### src/rtl/act_lut_interp_if.sv
// act_lut_interp_if: streaming and LUT-read signals of the activation
// interpolator, bundled for one port.
//   in_valid/in_ready/x        : pre-activation input stream
//   address/base/next__data    : LUT read (address out, two entries back)
//   out_valid/out_ready/y      : interpolated activation output stream
// Modports:
//   slave  - the interpolator block
//   master - the surrounding logic (neuron, LUT, next layer)
interface act_lut_interp_if #(
   parameter int unsigned DATA_W = 8,
   parameter int unsigned ADDR_W = 4
);
   logic                     in_valid;
   logic                     in_ready;
   logic signed [DATA_W-1:0] x;
   logic        [ADDR_W-1:0] address;
   logic signed [DATA_W-1:0] base;
   logic signed [DATA_W-1:0] next__data;
   logic                     out_valid;
   logic                     out_ready;
   logic signed [DATA_W-1:0] y;

   modport slave (
      input  in_valid, x, base, next__data, out_ready,
      output in_ready, address, out_valid, y
   );

   modport master (
      output in_valid, x, base, next__data, out_ready,
      input  in_ready, address, out_valid, y
   );
endinterface

### src/rtl/act_lut_interp.sv
// act_lut_interp: two-stage pipelined linear interpolation of an activation
// LUT. The upper ADDR_W bits of x select the LUT entry pair (base, next),
// the lower FRAC_W bits interpolate between them; the result is saturated
// to the signed DATA_W range.
// Ports:
//   clk  - clock, rising edge
//   rst  - asynchronous active-low reset
//   bus  - act_lut_interp_if.slave (input stream, LUT read, output stream)
// Build option:
//   ACT_LUT_INTERP_ROUND_EN - round-half-up interpolation instead of floor
module act_lut_interp #(
   parameter int unsigned DATA_W = 8,
   parameter int unsigned ADDR_W = 4
) (
   input logic             clk,
   input logic             rst,
   act_lut_interp_if.slave bus
);
   localparam int unsigned FRAC_W = DATA_W - ADDR_W;
   localparam int unsigned PW     = DATA_W + FRAC_W + 2;

   localparam logic signed [PW-1:0] SAT_MAX = PW'((1 << (DATA_W - 1)) - 1);
   localparam logic signed [PW-1:0] SAT_MIN = -SAT_MAX - PW'(1);
`ifdef ACT_LUT_INTERP_ROUND_EN
   localparam logic signed [PW-1:0] HALF    = PW'(1) << (FRAC_W - 1);
`endif

   logic                     s1_valid;
   logic        [DATA_W-1:0] s1_x;
   logic                     s2_valid;
   logic signed [DATA_W-1:0] s2_base;
   logic signed [DATA_W-1:0] s2_next;
   logic        [FRAC_W-1:0] s2_frac;

   logic s1_adv;
   logic accept;

   // S2 frees up when empty or when its item is taken this cycle; S1 can
   // refill in the same cycle it drains, giving one item per cycle.
   assign s1_adv       = !s2_valid || bus.out_ready;
   assign bus.in_ready = !s1_valid || s1_adv;
   assign accept       = bus.in_valid && bus.in_ready;

   // The LUT is addressed from the S1 register so base/next arrive in time
   // for the S2 capture.
   assign bus.address   = s1_x[DATA_W-1:FRAC_W];
   assign bus.out_valid = s2_valid;

   always_ff @(posedge clk or negedge rst) begin
      if (!rst) begin
         s1_valid <= 1'b0;
         s1_x     <= '0;
         s2_valid <= 1'b0;
         s2_base  <= '0;
         s2_next  <= '0;
         s2_frac  <= '0;
      end else begin
         if (s1_adv) begin
            s2_valid <= s1_valid;
            if (s1_valid) begin
               s2_base <= bus.base;
               s2_next <= bus.next__data;
               s2_frac <= s1_x[FRAC_W-1:0];
            end
         end
         if (bus.in_ready) begin
            s1_valid <= bus.in_valid;
            if (accept) begin
               s1_x <= bus.x;
            end
         end
      end
   end

   logic signed [PW-1:0]     base_w;
   logic signed [PW-1:0]     next_w;
   logic signed [PW-1:0]     frac_w;
   logic signed [PW-1:0]     prod;
   logic signed [PW-1:0]     corr;
   logic signed [PW-1:0]     sum;
   logic signed [DATA_W-1:0] y_c;

   // Everything is widened to PW bits up front: the difference needs one
   // extra bit and the product FRAC_W more, so no intermediate can wrap.
   always_comb begin
      base_w = {{(PW - DATA_W){s2_base[DATA_W-1]}}, s2_base};
      next_w = {{(PW - DATA_W){s2_next[DATA_W-1]}}, s2_next};
      frac_w = {{(PW - FRAC_W){1'b0}}, s2_frac};
      prod   = (next_w - base_w) * frac_w;
`ifdef ACT_LUT_INTERP_ROUND_EN
      corr   = (prod + HALF) >>> FRAC_W;
`else
      corr   = prod >>> FRAC_W;
`endif
      sum    = base_w + corr;
      if (sum > SAT_MAX) begin
         y_c = {1'b0, {(DATA_W - 1){1'b1}}};
      end else if (sum < SAT_MIN) begin
         y_c = {1'b1, {(DATA_W - 1){1'b0}}};
      end else begin
         y_c = sum[DATA_W-1:0];
      end
   end

   assign bus.y = y_c;
endmodule

### src/flat_wrapper.sv
// flat-port wrapper written by rule: the top's interface ports become plain ports
module act_lut_interp_flat 
#(
   parameter int unsigned DATA_W = 8,
   parameter int unsigned ADDR_W = 4
)
  (clk, rst, bus_in_valid, bus_x, bus_base, bus_next__data, bus_out_ready, bus_in_ready, bus_address, bus_out_valid, bus_y);
  act_lut_interp_if #(.DATA_W(DATA_W), .ADDR_W(ADDR_W)) bus_i ();
  input logic clk;
  input logic rst;
  input wire logic [$bits(bus_i.in_valid)-1:0] bus_in_valid;
  input wire logic [$bits(bus_i.x)-1:0] bus_x;
  input wire logic [$bits(bus_i.base)-1:0] bus_base;
  input wire logic [$bits(bus_i.next__data)-1:0] bus_next__data;
  input wire logic [$bits(bus_i.out_ready)-1:0] bus_out_ready;
  output wire logic [$bits(bus_i.in_ready)-1:0] bus_in_ready;
  output wire logic [$bits(bus_i.address)-1:0] bus_address;
  output wire logic [$bits(bus_i.out_valid)-1:0] bus_out_valid;
  output wire logic [$bits(bus_i.y)-1:0] bus_y;
  assign bus_i.in_valid = bus_in_valid;
  assign bus_i.x = bus_x;
  assign bus_i.base = bus_base;
  assign bus_i.next__data = bus_next__data;
  assign bus_i.out_ready = bus_out_ready;
  assign bus_in_ready = bus_i.in_ready;
  assign bus_address = bus_i.address;
  assign bus_out_valid = bus_i.out_valid;
  assign bus_y = bus_i.y;
  act_lut_interp #(.DATA_W(DATA_W), .ADDR_W(ADDR_W)) u_core (.clk(clk), .rst(rst), .bus(bus_i));
endmodule
### config.mk
export PLATFORM = sky130hd
export DESIGN_NAME = act_lut_interp_flat
export DESIGN_NICKNAME = d
export VERILOG_FILES = /design/src/rtl/act_lut_interp_if.sv /design/src/rtl/act_lut_interp.sv /design/src/flat_wrapper.sv
export SDC_FILE = /design/constraint.sdc
export NUM_CORES = 1
export LEC_CHECK = 0
export CAP_MARGIN = 20
export CORE_ASPECT_RATIO = 0.75
export CORE_MARGIN = 2
export CORE_UTILIZATION = 45
export CTS_BUF_LIST = sky130_fd_sc_hd__clkbuf_8
export DETAILED_ROUTE_END_ITERATION = 7
export MAX_ROUTING_LAYER = met4
export PLACE_DENSITY = 0.66
export SYNTH_ARGS = -nofsm -noshare
export SYNTH_HDL_FRONTEND = slang
export SYNTH_SLANG_ARGS = --single-unit
export TNS_END_PERCENT = 1
### constraint.sdc
create_clock -name clk -period 9.9 [get_ports clk]
set_input_delay 2.97 -clock clk [delete_from_list [all_inputs] [get_ports clk]]
set_output_delay 2.97 -clock clk [all_outputs]
set_load 0.03 [all_outputs]
==> metrics.txt <==
status=complete, no violations; synth warn=0; vias after detailed routing=2385; Critical Path RT=6.93 ns; final setup skew=approximately 0.0021 ns; Synth area leaders=dfrtp_1 23%, ha_1 16%, fa_1 12%; Cell Area, Synth=between 3000 and 4000 µm²; post-route ant nets=0; Worst Hold Class=reg2reg; post-synth top area share=0.230; Starting Density=0.472; htree depth=2; commonest non-fill, non-tap cell in the layout=inv_1; Max-Cap Viols=0; vias in the first global route=~2500; Placeable Area=roughly 7000 µm²; GRT Overall Usage=0.187; sequential-to-total area share from yosys stat=0.230; Clock Pin Slew Worst Setup and Hold Paths=0.06 ns; top layer used by detailed routing=met4; DRT Wirelength=roughly 6.6 mm; Die H=77.8 µm; WL per Instance=approximately 14 µm; metal3 WL=approximately 320 µm; min-delay src=u_core.s1_x[1]; R2R cell count=3; Worst R2R Setup Slack=8.21 ns; Row Count=26; multi-input logic area=roughly 2300 µm²; Final min period=around 9.6 ns; Ports=42; wl on met1=~3.3 mm; Setup-failing EPs final=0; Slew @ Worst Pin=0.918 ns; maximum root-to-sink buffer count=2; Fin. Hold Viols=0; Num Clock Sinks=30; r2r endpoint=u_core.s2_base[0]; hpwl dp=between 5 and 6 mm; #FFs+latches synth=30; asr flop ratio synth=1.00; total CTS buffers=5; full die area=7970 µm²; most frequently used flop master after synthesis=dfrtp_1; DRC violations left=0; first-pass GRT wire length=11.5 mm; Cells after Synth=between 300 and 400; Post-synth EDFFs=0; RR Startpoint=u_core.bus.out_valid; clock latency on the worst-skew pair=0.28 ns; CP Launch Type=register; Via density=around 5.0; gpl congestion=between 0.8 and 0.9; Slew Limit Headroom=0.387; Worst Setup SP=u_core.s2_base[2]; RSZ-0062 raised after global routing=true; Avg Cell Area, Syn=9.82 µm²; DR pass1 iterations=4; Port Buffer Count=just over 40; total gr overflow=0; post-synthesis net count=423; antenna violations before repair=0; Fmax=slightly above 100 MHz; Filler Cells Inserted=about 630; hold path endpoint=u_core.s2_frac[1]; Die W=roughly 100 µm; Nets=466; share of layout cells above drive strength 1=0.175; Max FO, Critical Path=6; most frequent cells in the layout=55 x inv_1, 42 x ha_1, 33 x clkdlybuf4s50_1, 29 x dfrtp_1, 28 x mux2_2; crit path kind=reg2out; leading area contributor after synthesis=dfrtp_1; pins over their slew limit=0; TritonCTS clock tree=built; largest net degree at the start of global routing=31; fin util=0.563; total setup buffers inserted after CTS=0; DR iter-0 viols=81; hold path depth=1; number of diodes=0; met2 WL post-DR=between 2 and 3 mm; Synth cell types=51; register area=~750 µm²; Syn-to-layout area delta=19.3%; Root Driver=clkbuf_8; CP Capture Type=output port; Final period util=0.974; Worst Path Arrival=around 6.7 ns
==> worst max-delay path: stages, from the launching register on <==
cell and delay (ns):
dfrtp_1 0.38, inv_1 0.08, ha_1 0.33, nor2b_1 0.16
o21ai_2 0.13, a21oi_1 0.11, or4_1 0.53, and3_1 0.22
ha_1 0.33, fa_1 0.57, fa_1 0.42, ha_1 0.37
a21o_1 0.21, a21oi_1 0.16, o21ai_2 0.10, a21oi_2 0.18
o21ba_2 0.15, xnor2_1 0.12, ha_1 0.31, and3_1 0.24
a311oi_2 0.31, xnor2_2 0.18, nand2_1 0.09, o21bai_2 0.24
a21oi_1 0.10, dlygate4sd2_1 0.36
==> state kept, by name, indices dropped and copies added, names as in the netlist <==
register              flops
u_core.s2_next            8
u_core.s1_x               8
u_core.bus.out_valid      1
u_core.s1_valid           1
u_core.s2_base            8
u_core.s2_frac            4
==> per-layer routing <==
metal  up-vias  global-route usage
li1       1195                   -
met1      1130               0.259
met2        51               0.288
met3         9              0.0378
met4         0              0.0320
met5         -                   -
==> area by class of cell <==
| type | count | area share |
|---|---|---|
| multi-input cells | 242 | 0.592 |
| flip-flops and latches | 30 | 0.193 |
| repair buffers | 43 | 0.104 |
| inverters | 54 | 0.0520 |
| well taps | 98 | 0.0314 |
| clock buffers | 5 | 0.0176 |
| clock inverters | 3 | 0.00962 |
==> worst max path at each step <==
stage	end	slack, ns
final	bus_y[1]	0.26
after detailed placement	bus_y[3]	-0.09
after global routing	bus_y[1]	-0.11
after global placement	bus_y[3]	0.12
after floorplan	bus_y[3]	0.94
after CTS	bus_y[1]	0.06
==> metrics by stage <==
stage	TNS [ns]	instances	hold WS, ns	setup WS, ns	instance area [µm²]
after global placement	0	467	0.466	0.125	3780
after floorplan	0	333	0.457	0.937	3270
after detailed placement	-0.0926	467	0.491	-0.0914	3780
final	0	475	0.500	0.260	3900
after global routing	-0.297	475	0.518	-0.110	3900
after CTS	0	475	0.504	0.0562	3880
==> repair_timing <==
item                                    4_1_cts  5_1_grt
resized for setup                            11       18
hold buffers                                  0        0
pin swaps                                     0        2
endpoints found under the setup margin        7        8
==> synthesized netlist by cell type (all sizes together) (2+ instances only) <==
library cell	instances
a21boi	2
a21o	3
a21oi	22
and2	19
and3	4
buf	4
clkbuf	3
dfrtp	30
fa	20
ha	42
inv	54
mux2	28
nand2	13
nand2b	5
nand3	5
nand4b	2
nor2	7
nor2b	12
nor3b	3
o2111ai	2
o21ai	6
o21bai	4
xnor2	18
xor2	6
==> logic make-up (layout without fill, tap and decap cells) <==
logic type / after synthesis / count (layout) / synth area share
flops: 30 / 30 / 0.230
buf+inv: 61 / 105 / 0.0746
mux: 28 / 28 / 0.0964
fa+ha+maj: 62 / 62 / 0.283
simple gates: 76 / 76 / 0.134
xor+xnor: 24 / 24 / 0.0643
compound gates: 52 / 52 / 0.118
Power is left out: the tool's default activity adds up to more than one toggle a clock period on the data nets, which glitch-free logic cannot reach.
